[src/rtl/riscv_pkg.sv]
`default_nettype none
// ============================================================================
// Module   : riscv_pkg
// Brief    : Shared fetch-stage constants, state encoding and helpers.
// Revision : 1.0
// ============================================================================
package riscv_pkg;

   localparam int XLEN = 32;

   localparam logic [XLEN-1:0] NOP_INSTR = 32'h0000_0013;

   typedef enum logic [1:0] {
      IDLE = 2'd0,
      REQ  = 2'd1,
      WAIT = 2'd2
   } fetch_state_t;

   // Buffer tags are word addresses; byte offset bits are never stored.
   function automatic logic [XLEN-1:2] word_tag(input logic [XLEN-1:0] addr);
      return addr[XLEN-1:2];
   endfunction

endpackage
`default_nettype wire

[src/rtl/ibuf_2way.sv]
`default_nettype none
// ============================================================================
// Module   : ibuf_2way
// Brief    : Two-entry instruction buffer with tag compare, LRU and fill port.
// Revision : 1.0
// ============================================================================
module ibuf_2way
   import riscv_pkg::*;
(
   input  logic            clk,
   input  logic            reset,
   input  logic            flush,
   input  logic [XLEN-1:2] lookup_tag,
   input  logic [XLEN-1:2] probe_tag,
   input  logic            lru_upd,
   input  logic            wr_en,
   input  logic            wr_way,
   input  logic [XLEN-1:2] wr_tag,
   input  logic [XLEN-1:0] wr_data,
   output logic            hit,
   output logic            hit_way,
   output logic            probe_hit,
   output logic            lru,
   output logic [XLEN-1:0] rd_data
);

   logic [1:0]      r_valid;
   logic [XLEN-1:2] r_tag  [2];
   logic [XLEN-1:0] r_data [2];
   logic            r_lru;

   logic [1:0]      w_match;
   logic [1:0]      w_probe;

   always_comb begin
      w_match = 2'b00;
      w_probe = 2'b00;
      for (int i = 0; i < 2; i++) begin
         w_match[i] = r_valid[i] && (r_tag[i] == lookup_tag);
         w_probe[i] = r_valid[i] && (r_tag[i] == probe_tag);
      end
   end

   // A tag is only ever resident in one way, so way 1 alone decides hit_way.
   assign hit       = |w_match;
   assign hit_way   = w_match[1];
   assign probe_hit = |w_probe;
   assign lru       = r_lru;
   assign rd_data   = w_match[1] ? r_data[1] : r_data[0];

   always_ff @(posedge clk or negedge reset) begin
      if (!reset) begin
         r_valid <= 2'b00;
         for (int i = 0; i < 2; i++) begin
            r_tag[i]  <= '0;
            r_data[i] <= '0;
         end
      end else if (flush) begin
         r_valid <= 2'b00;
      end else if (wr_en) begin
         r_valid[wr_way] <= 1'b1;
         r_tag[wr_way]   <= wr_tag;
         r_data[wr_way]  <= wr_data;
      end
   end

   always_ff @(posedge clk or negedge reset) begin
      if (!reset) begin
         r_lru <= 1'b0;
      end else if (lru_upd && hit) begin
         r_lru <= ~hit_way;
      end
   end

endmodule
`default_nettype wire

[src/rtl/instr_fetch_unit.sv]
`default_nettype none
// ============================================================================
// Module   : instr_fetch_unit
// Brief    : Buffered instruction fetch with miss handling and PC+4 prefetch.
// Revision : 1.0
// ============================================================================
module instr_fetch_unit
   import riscv_pkg::*;
#(
   parameter logic [XLEN-1:0] RESET_PC    = 32'h0000_0000,
   parameter bit              PREFETCH_EN = 1'b1
) (
   input  logic            clk,
   input  logic            reset,
   input  logic [XLEN-1:0] PC,
   output logic [XLEN-1:0] Instr,
   output logic            InstrValid,
   output logic            InstrFault,
   input  logic            InstrFlush,
   output logic            imem_req_valid,
   input  logic            imem_req_ready,
   output logic [XLEN-1:0] imem_req_addr,
   input  logic            imem_rsp_valid,
   input  logic [XLEN-1:0] imem_rsp_data
);

   fetch_state_t    r_state;
   fetch_state_t    w_state_nxt;
   logic [XLEN-1:0] r_req_addr;
   logic            r_fill_way;
   logic            r_drop;

   logic            w_load;
   logic [XLEN-1:0] w_load_addr;
   logic            w_load_way;
   logic            w_drop_nxt;
   logic            w_wr_en;

   logic            w_fault;
   logic            w_hit;
   logic            w_hit_way;
   logic            w_probe_hit;
   logic            w_lru;
   logic [XLEN-1:0] w_rd_data;
   logic [XLEN-1:2] w_probe_tag;

   assign w_fault     = (PC[1:0] != 2'b00);
   // Tag increment wraps naturally, so 0xFFFF_FFFC probes address 0.
   assign w_probe_tag = word_tag(PC) + 30'd1;

   ibuf_2way u_ibuf (
      .clk        (clk),
      .reset      (reset),
      .flush      (InstrFlush),
      .lookup_tag (word_tag(PC)),
      .probe_tag  (w_probe_tag),
      .lru_upd    (~w_fault),
      .wr_en      (w_wr_en),
      .wr_way     (r_fill_way),
      .wr_tag     (word_tag(r_req_addr)),
      .wr_data    (imem_rsp_data),
      .hit        (w_hit),
      .hit_way    (w_hit_way),
      .probe_hit  (w_probe_hit),
      .lru        (w_lru),
      .rd_data    (w_rd_data)
   );

   assign InstrFault = w_fault;
   assign InstrValid = w_hit && !w_fault;
   assign Instr      = InstrValid ? w_rd_data : NOP_INSTR;

   // Flush withdraws the request in the same cycle so memory never accepts
   // a transaction whose response would arrive outside WAIT.
   assign imem_req_valid = (r_state == REQ) && !InstrFlush;
   assign imem_req_addr  = r_req_addr;

   always_comb begin
      w_state_nxt = r_state;
      w_load      = 1'b0;
      w_load_addr = r_req_addr;
      w_load_way  = r_fill_way;
      w_drop_nxt  = r_drop;
      w_wr_en     = 1'b0;
      case (r_state)
         IDLE: begin
            if (!w_fault) begin
               if (!w_hit) begin
                  w_load      = 1'b1;
                  w_load_addr = {PC[XLEN-1:2], 2'b00};
                  w_load_way  = w_lru;
                  w_state_nxt = REQ;
               end else if (PREFETCH_EN && !w_probe_hit) begin
                  w_load      = 1'b1;
                  w_load_addr = {w_probe_tag, 2'b00};
                  w_load_way  = ~w_hit_way;
                  w_state_nxt = REQ;
               end
            end
         end
         REQ: begin
            if (InstrFlush) begin
               w_state_nxt = IDLE;
            end else if (imem_req_ready) begin
               w_state_nxt = WAIT;
            end
         end
         WAIT: begin
            if (imem_rsp_valid) begin
               w_wr_en     = !r_drop && !InstrFlush;
               w_drop_nxt  = 1'b0;
               w_state_nxt = IDLE;
            end else if (InstrFlush) begin
               w_drop_nxt  = 1'b1;
            end
         end
         default: begin
            w_state_nxt = IDLE;
            w_drop_nxt  = 1'b0;
         end
      endcase
   end

   always_ff @(posedge clk or negedge reset) begin
      if (!reset) begin
         r_state    <= IDLE;
         r_req_addr <= RESET_PC;
         r_fill_way <= 1'b0;
         r_drop     <= 1'b0;
      end else begin
         r_state <= w_state_nxt;
         r_drop  <= w_drop_nxt;
         if (w_load) begin
            r_req_addr <= w_load_addr;
            r_fill_way <= w_load_way;
         end
      end
   end

endmodule
`default_nettype wire

[config.mk]
export PLATFORM = sky130hd
export DESIGN_NAME = instr_fetch_unit
export DESIGN_NICKNAME = d
export VERILOG_FILES = /design/src/rtl/riscv_pkg.sv /design/src/rtl/ibuf_2way.sv /design/src/rtl/instr_fetch_unit.sv
export SDC_FILE = /design/constraint.sdc
export NUM_CORES = 1
export LEC_CHECK = 0
export ABC_AREA = 0
export CAP_MARGIN = 25
export CORE_AREA = 4 4 162 164
export CTS_BUF_LIST = sky130_fd_sc_hd__clkbuf_16
export DETAILED_ROUTE_END_ITERATION = 12
export DIE_AREA = 0 0 166 168
export PLACE_DENSITY = 0.7
export SETUP_SLACK_MARGIN = 0.15
export SLEW_MARGIN = 20
export SYNTH_ARGS = -nofsm -noshare
export SYNTH_HDL_FRONTEND = slang
export SYNTH_SLANG_ARGS = --single-unit
[constraint.sdc]
create_clock -name clk -period 5.4 [get_ports clk]
set_input_delay 1.62 -clock clk [delete_from_list [all_inputs] [get_ports clk]]
set_output_delay 1.62 -clock clk [all_outputs]
set_load 0.05 [all_outputs]
==> summary.md, run 1 <==
The run gives 1,511 as the count of placed standard cells including taps. STA classifies the critical path endpoint as a primary output. Leaving out filler cells and counting taps, the final layout contains 1,592.

The clock arrives with 0.0122 ns of skew. Number of nets in the finished design: 1,319. Setup repair after global routing could not meet its margin everywhere. The run gives 136 as the total I/O pin count. For the half-perimeter wire length of the detailed placement result, the log shows 26,300 microns. The final route contains 8,910 vias. The tools report the initial standard-cell utilization of the core as 39.2%. The initial antenna violation count is 0. The critical path in this run is classified as primary input to primary output. The number of antenna diodes in the final layout is 0. Number of global-route vias before repair: 9,011.

In the post-synthesis netlist, the biggest area contributors are sky130_fd_sc_hd__dfrtp_1 (41%), sky130_fd_sc_hd__mux2_2 (14%), sky130_fd_sc_hd__xnor2_1 (7.8%). The tools report the routed wire length as 35,600 microns. In this run the static leakage power is 6.32 nW.

The number of synthesized flops with an enable pin came out at 0. The Yosys step of the flow raised 0 warnings. The run gives 3.78 ns as the required time of the critical path. The main flop type after synthesis is sky130_fd_sc_hd__dfrtp_1.

The tools report the cell chosen for the clock root as sky130_fd_sc_hd__clkbuf_16. Clock-pin slew was measured on the worst setup and hold paths at 0.07 ns. Final hold violation count: 0. Setup violations remaining at the end of the flow were counted as 64. The first global-routing pass estimated 53,700 microns of wire.

The area added between synthesis and finish is 52.1%. The later pin in the worst-skew pair is clocked with a latency of 0.44 ns. Sequential elements use 41.3% of the synthesized area. The horizontal die dimension was 166 microns; the number of hold-repair buffers added at the cts stage was 0.

The via density per instance came out at 5.60. The logs give -0.166 ns for the worst-case setup margin in the final layout and 180 MHz for the highest attainable clock frequency. The first TritonRoute pass finished after 5 iterations. The run gives 24,900 sq um as the area of the core region. After synthesis, the share of flip-flops with an asynchronous set or reset is 100%.

Max-cap violations in this run came to 0. The H-tree level count is 4. The run gives 0 as the residual antenna-violating net count after detailed routing. The routed wire length per instance was 22.4 microns. The worst setup path is launched from a primary input. The netlist uses 68 different library cells. The actual transition at the worst max-transition pin was 0.909 ns; the height of the die was 168 microns. The number of sinks driven by the clock tree was 161; the worst vdd rail ir drop was 0.000185 V. Of all nets on the critical path, the largest fanout is 7. The proportion of layout cells with a drive suffix above 1 came out at 42.9%. The number of CTS-inserted buffers is 17. Overall power consumption after layout is estimated at 4.52 mW. Summed over its instances, the top area cell type makes up 41.3% of the synthesized netlist area.

The cell count after synthesis came out at 951. The synthesized design contains 161 register bits. The number of buffers on the longest clock path came out at 2. The number of pins exceeding their max-slew limit in the final report is 0. The tightest min-delay check is of the register to register type. The share of the clock period used by the worst path after layout was 103%; the DRC violations left was 0. The detailed router finished its first iteration with 763 violations. The power per cell area came out at 305 nW/um^2.

The final critical path time including I/O delays and setup came out at 5.57 ns. The checks that failed: negative setup slack. After synthesis the cells add up to 9750 sq um. Global routing used 24.7% of the available tracks.

For the worst setup path, the data arrival time is 3.95 ns. The logs give 97 for the pin count of the biggest net entering global routing and 27,900 sq um for the area of the die. sky130_fd_sc_hd__dfrtp_1 takes more of the synthesized area than any other cell. The run finished, with violations left. Synthesized area divided by synthesized cell count: 10.3 sq um. After global routing the overflow that remains totals 0.

Counting the fill cells in the layout gives 2,039. TritonCTS built the clock tree. At the end of routability-driven placement, the weighted congestion stood at 1.05.

In this run the core area contains 58 standard-cell rows. Buffers placed on the I/O ports in this run total 133. The library cell used most frequently in the layout, excluding fill and tap cells, is sky130_fd_sc_hd__buf_4.

In this run the tightest slew margin relative to its limit is 39.4%. In the layout the commonest cells are sky130_fd_sc_hd__buf_4 (174), sky130_fd_sc_hd__dfrtp_1 (161), sky130_fd_sc_hd__mux2_2 (120).
logic make-up (layout without fill, tap and decap cells):
family	count (synthesis)	in the layout	share of synthesized area [%]
mux	152	152	18.5
simple gates	303	303	16.6
compound gates	121	121	7.74
flops	161	161	41.3
xor+xnor	124	124	11.2
fa+ha+maj	1	1	0.128
buf+inv	88	398	4.56
other cells	1	2	0.0385
timing repair:
| item | in CTS | in global routing |
|---|---|---|
| setup endpoints to repair | 33 | 65 |
| endpoints found under the hold margin | 0 | 0 |
| buffers inserted | 35 | 9 |
| pin swaps | 44 | 7 |
| cloned | 3 | 2 |
| gates resized for setup | 163 | 32 |
Yosys cell counts, drive strengths merged, types with 2 or more instances:
cell     number
nand3        21
o32ai         2
o22a          3
dfrtp       161
nor4         29
mux2        147
clkbuf       41
nor2         40
nor3b         3
a31o          2
or2           5
a21oi        52
o22ai         2
buf          32
o41ai         2
xor2         36
a41oi         2
a21boi        2
or3           4
a211oi        3
nor3         19
or4           8
a31oi         7
and4         10
inv          15
o221ai        3
nor2b         6
nand2b        8
and2          4
nand2        98
o21ai        26
xnor2        88
nand4b        2
and3          4
a2111oi       2
a2111o        2
mux2i         5
nand4        40
o31a          3
state kept, by name, summed over array words and instances, names as in the netlist:
| name | flops |
|---|---|
| imem_req_addr | 30 |
| r_state | 2 |
| r_fill_way | 1 |
| u_ibuf.lru | 1 |
| r_drop | 1 |
| u_ibuf.r_tag | 60 |
| u_ibuf.r_valid | 2 |
| u_ibuf.r_data | 64 |
stage by stage:
| step | hold WS (ns) | TNS [ns] | setup slack [ns] | utilization [%] | area, sq um |
|---|---|---|---|---|---|
| floorplan | 0.455 | -0.431 | -0.0783 | - | 10300 |
| global placement | 0.467 | -20.86 | -0.484 | 53.3 | 13300 |
| detailed placement | 0.481 | -22.22 | -0.514 | 53.3 | 13300 |
| CTS | 0.496 | -2.10 | -0.0861 | 58.6 | 14600 |
| global route | 0.518 | -10.03 | -0.213 | 59.6 | 14800 |
| finish | 0.498 | -7.80 | -0.166 | 59.6 | 14800 |
metal layers:
metal / GRT usage, % / part of all wire, % / vias to the layer above
li1: - / - / 3988
met1: 34.3 / 44 / 4479
met2: 40.3 / 47 / 363
met3: 3.40 / 5.3 / 80
met4: 8.07 / 3.2 / 0
met5: 0 / 0 / -
worst max-delay path, stage by stage:
cell	delay, ns
sky130_fd_sc_hd__buf_12	0.11
sky130_fd_sc_hd__xor2_4	0.19
sky130_fd_sc_hd__or4_4	0.57
sky130_fd_sc_hd__nor4_4	0.19
sky130_fd_sc_hd__buf_4	0.16
sky130_fd_sc_hd__and4_4	0.22
sky130_fd_sc_hd__nor2_4	0.04
sky130_fd_sc_hd__or2_4	0.34
sky130_fd_sc_hd__buf_12	0.19
sky130_fd_sc_hd__a21oi_4	0.15
sky130_fd_sc_hd__buf_12	0.15
layout make-up:
type                            instances  area, sq um  area share, %
Tap cell                              330          413           2.78
Sequential cell                       161         4030           27.2
Inverter                               15         60.1          0.405
Timing Repair Buffer                  351         3610           24.3
Multi-Input combinational cell        703         6130           41.3
Clock inverter                         15          169           1.14
Clock buffer                           17          425           2.87
where the power goes:
group / internal [mW] / switching, mW / leakage [nW]
clock: 0.658 / 0.569 / 0.292
sequential: 1.45 / 0.256 / 2.12
combinational: 0.754 / 0.835 / 3.91
total: 2.86 / 1.66 / 6.32
worst paths after layout:
kind | start | to | slack (ns) | cells past startpoint
max in group asynchronous | reset | imem_req_addr[7] | 3.26 | 2
worst max register to register | u_ibuf.r_tag[48] | imem_req_addr[30] | 0.61 | 31
worst min-delay path | u_ibuf.lru | u_ibuf.lru | 0.50 | 1
min in group asynchronous | reset | u_ibuf.r_data[42] | 1.27 | 1
worst max-delay path | PC[20] | Instr[19] | -0.17 | 11
worst min register to register | u_ibuf.lru | u_ibuf.lru | 0.50 | 1
Power figures use the tool's default switching activity.
==> inputs of run 2 (changes only) <==
--- a/config.mk
+++ b/config.mk
@@ -11,7 +11,8 @@
 export CTS_BUF_LIST = sky130_fd_sc_hd__clkbuf_16
 export DETAILED_ROUTE_END_ITERATION = 12
 export DIE_AREA = 0 0 166 168
-export PLACE_DENSITY = 0.7
+export HOLD_SLACK_MARGIN = 0.06
+export PLACE_DENSITY = 0.68
 export SETUP_SLACK_MARGIN = 0.15
 export SLEW_MARGIN = 20
 export SYNTH_ARGS = -nofsm -noshare
==> constraint.sdc (replaced) <==
create_clock -name clk -period 5.15 [get_ports clk]
set_input_delay 1.545 -clock clk [delete_from_list [all_inputs] [get_ports clk]]
set_output_delay 1.545 -clock clk [all_outputs]
set_load 0.05 [all_outputs]
==> run 2 against run 1 <==
  * The run still ends with negative setup slack left
  * Hold slack worse by 0.0031 ns
  * First-iteration DRC count up 20%
  * Count of clock-buffer cells in the layout unchanged
  * Design area up 0.68%
  * Largest cell class unchanged
  * Clock power up 15%
  * Register-to-register slack improved by 0.84 ns
==> summary.md, run 2 (synthesized netlist as in run 1, its figures left out) <==
The cell chosen for the clock root was sky130_fd_sc_hd__clkbuf_16. The H-tree level count was 4 (unchanged). The largest fanout on the critical path was 7 (unchanged); the path depth of the worst reg2reg path was 12 (-61%). The logs give 136 (unchanged) for the total I/O pin count and 161 (unchanged) for the number of sinks driven by the clock tree. The antenna diode count was 0 (unchanged). The initial standard-cell utilization of the core was 39.2% (unchanged); the internal power was 3.11 mW (+8.8%). The residual antenna-violating net count after detailed routing is 0 (unchanged), and the horizontal die dimension is 166 microns (unchanged). The flip-flop count of the largest register, all copies and words added was 64 (unchanged). The logs give 6 (+1) for the number of iterations in the first detailed-routing pass and 0 (unchanged) for the total congestion overflow. The count of input and output buffers was 133 (unchanged); the number of setup violations in the final report was 33 (-48%). Setup repair after global routing could not meet its margin everywhere. STA classifies the critical path endpoint as a primary output. The routed wire length per instance was 22.3 microns (-0.52%).

The number of buffers on the longest clock path came out at 2 (unchanged). TritonCTS built the clock tree. The signal on the critical path passes through buf_2, buf_6, xnor2_4, nand4_1, or4_4, nor4_4, buf_4, buf_8, buf_12, buf_12, nand2_2, a21oi_4, buf_12. The max-capacitance violation count came out at 0 (unchanged). The area of the core region was 24,900 sq um (unchanged); the overall power after layout was 4.82 mW (+6.7%).

The proportion of layout cells with a drive suffix above 1 was 45.2% (+2.4 points); the switching power as a share of total power was 35.5% (-1.3 points). The worst path buffer plus inverter count was 7 (+3); the pin count of the biggest net entering global routing was 107 (+10%). Start-to-end type of the worst setup path: primary input to primary output. The number of hold-repair buffers added at the cts stage was 0 (unchanged). The number of stages on the worst hold path was 1 (unchanged); the sequential share of power was 36.9% (-0.8 points).

For the number of CTS-inserted buffers, the log shows 17 (unchanged). The via density per instance was 5.51 (-1.5%); the DRC violations left was 0 (unchanged). For the final non-filler cell total, the log shows 1,597 (+0.31%). The tools report the sort of element at the start of the critical path as a primary input. The half-perimeter wire length of the detailed placement result is 26,200 microns (-0.26%). The tools report the via count as 8,805 (-1.2%). For the number of global-route vias before repair, the log shows 8,869 (-1.6%). The run finished, with violations left. The run gives 0 (unchanged) as the number of pins exceeding their max-slew limit in the final report. The logs give 42.3% (+2.9 points) for the max-slew headroom at the worst pin and -8.59 ns (-0.793 ns) for the setup TNS. u_ibuf.r_data holds more flip-flops than any other register.

The count of placed standard cells including taps was 1,528 (+1.1%); the instance count on the critical path was 13 (+2). The tools report the initial antenna violation count as 0 (unchanged). The tools report the number of DRC markers in iteration 0 as 912 (+20%). For the all-layer global routing usage, the log shows 24.8% (+0.065 points).

The type of the worst min-delay path was register to register. The power share of the combinational group is 33.9% (-1.3 points). Based on the critical path, the design can be clocked at up to 183 MHz. The leakage power summed over all cells was 6.63 nW (+4.9%); the peak per-stage delay on the critical path was 0.46 ns (-0.11 ns). Power spent charging and discharging nets: 1.71 mW (+3.0%). The power per cell area works out to 323 nW/um^2 (+6.0%). In the layout the commonest cells are sky130_fd_sc_hd__buf_4 (198), sky130_fd_sc_hd__dfrtp_1 (161), sky130_fd_sc_hd__mux2_2 (122). The arrival time at the worst endpoint is 3.91 ns (-0.04 ns). The number of nets in the finished design was 1,325 (+0.45%); the actual transition at the worst max-transition pin was 0.863 ns (-0.0458 ns). Compared with the post-synthesis result, the final layout area differs by 53.2%. The worst setup skew after layout is 0.00916 ns (-0.00307 ns).

The part of the total power dissipated in the clock network was 29.3% (+2.2 points); the area of the multi-input gates was 6210 sq um (+1.3%). Global-route wire length before repair: 53,600 microns (-0.13%). The kind of cell with the highest combined delay along the critical path is simple AND/OR/NAND/NOR gates.

For the number of fill cells, the log shows 2,019 (-0.98%). The area of the die came out at 27,900 sq um (unchanged). The library cell used most frequently in the layout, excluding fill and tap cells, is sky130_fd_sc_hd__buf_4. The tools report the register cell area after layout as 4030 sq um (unchanged). Counting stages on the worst path, the most repeated cell is sky130_fd_sc_hd__buf_12. The worst-case setup margin in the final layout is -0.301 ns (-0.135 ns).

The tools report the required time of the critical path as 3.61 ns (-0.17 ns). Subtracting the final worst setup slack from the clock period gives 5.45 ns. The height of the die works out to 168 microns (unchanged). The slowest stage of the critical path is the sky130_fd_sc_hd__or4_4 cell. The clock slew seen by the registers of the worst setup and hold paths is 0.07 ns (about the same), and the routed wire length is 35,600 microns (-0.21%). The share of the clock period used by the worst path after layout is 106%, and the clock insertion delay at the later pin of the skew report is 0.43 ns (about the same). The final reports fail on negative setup slack. For the final estimated routing congestion in global placement, the log shows 1.04 (-0.40%).

The number of rows created at floorplan was 58 (unchanged); the worst vdd rail ir drop was 0.000201 V (+8.5%). The tools report the final hold violation count as 0 (unchanged).
==> run 2: worst paths after layout <==
kind | startpoint | slack [ns] | endpoint
worst max-delay path | PC[27] | -0.30 | Instr[13]
worst min-delay path | u_ibuf.lru | 0.49 | u_ibuf.lru
worst max register to register | u_ibuf.r_tag[22] | 1.45 | imem_req_addr[31]
worst min register to register | u_ibuf.lru | 0.49 | u_ibuf.lru
max in group asynchronous | reset | 3.10 | imem_req_addr[29]
min in group asynchronous | reset | 1.06 | u_ibuf.r_tag[9]
==> run 2: cell type report <==
cell class | count | share of cell area [%]
multi-input combinational | 703 | 41.6
sequential | 161 | 27.0
timing repair buffer | 357 | 24.0
clock buffer | 17 | 2.85
tap | 330 | 2.76
clock inverter | 14 | 1.48
inverter | 15 | 0.402
==> run 2: per-stage QoR <==
step | area [sq um] | setup WS [ns] | hold slack [ns] | utilization [%]
floorplan | 10300 | -0.178 | 0.455 | -
global placement | 13400 | -0.640 | 0.469 | 53.8
detailed placement | 13400 | -0.606 | 0.478 | 53.8
CTS | 14500 | -0.266 | 0.494 | 58.4
global route | 14900 | -0.359 | 0.515 | 60.0
finish | 14900 | -0.301 | 0.495 | 60.0
==> run 2: repair_timing <==
action | 4_1_cts | 5_1_grt
gates cloned | 4 | 1
endpoints found under the hold margin | 0 | 0
endpoints found under the setup margin | 65 | 63
setup buffers | 22 | 12
resized for setup | 128 | 83
pin swaps | 33 | 63
==> run 2: worst reg2reg max path, stage by stage (launching register included) <==
cell and delay, ns:
sky130_fd_sc_hd__dfrtp_1 0.51, sky130_fd_sc_hd__xnor2_4 0.28, sky130_fd_sc_hd__nand4_1 0.12, sky130_fd_sc_hd__or4_4 0.55, sky130_fd_sc_hd__nor4_4 0.36, sky130_fd_sc_hd__nor2_4 0.05, sky130_fd_sc_hd__buf_4 0.21, sky130_fd_sc_hd__a2111o_1 0.32
sky130_fd_sc_hd__nor4_2 0.21, sky130_fd_sc_hd__buf_4 0.18, sky130_fd_sc_hd__a31o_4 0.20, sky130_fd_sc_hd__buf_12 0.22, sky130_fd_sc_hd__mux2_2 0.37
==> run 2: power by group through the flow <==
stage / clock [mW] / sequential [mW] / combinational (mW)
6_report: 1.41 / 1.78 / 1.63
2_1_floorplan: 0 / 1.89 / 0.738
5_1_grt: 1.48 / 1.81 / 1.71
4_1_cts: 1.43 / 1.76 / 1.59
3_3_place_gp: 0 / 1.76 / 1.53
3_5_place_dp: 0 / 1.78 / 1.53
==> run 2: layer usage <==
layer	vias to the layer above	routed length, microns	track usage, %
li1	3993	-	-
met1	4403	16000	35.5
met4	0	805	6.49
met3	50	2210	3.83
met5	-	0	0
met2	359	16600	39.6
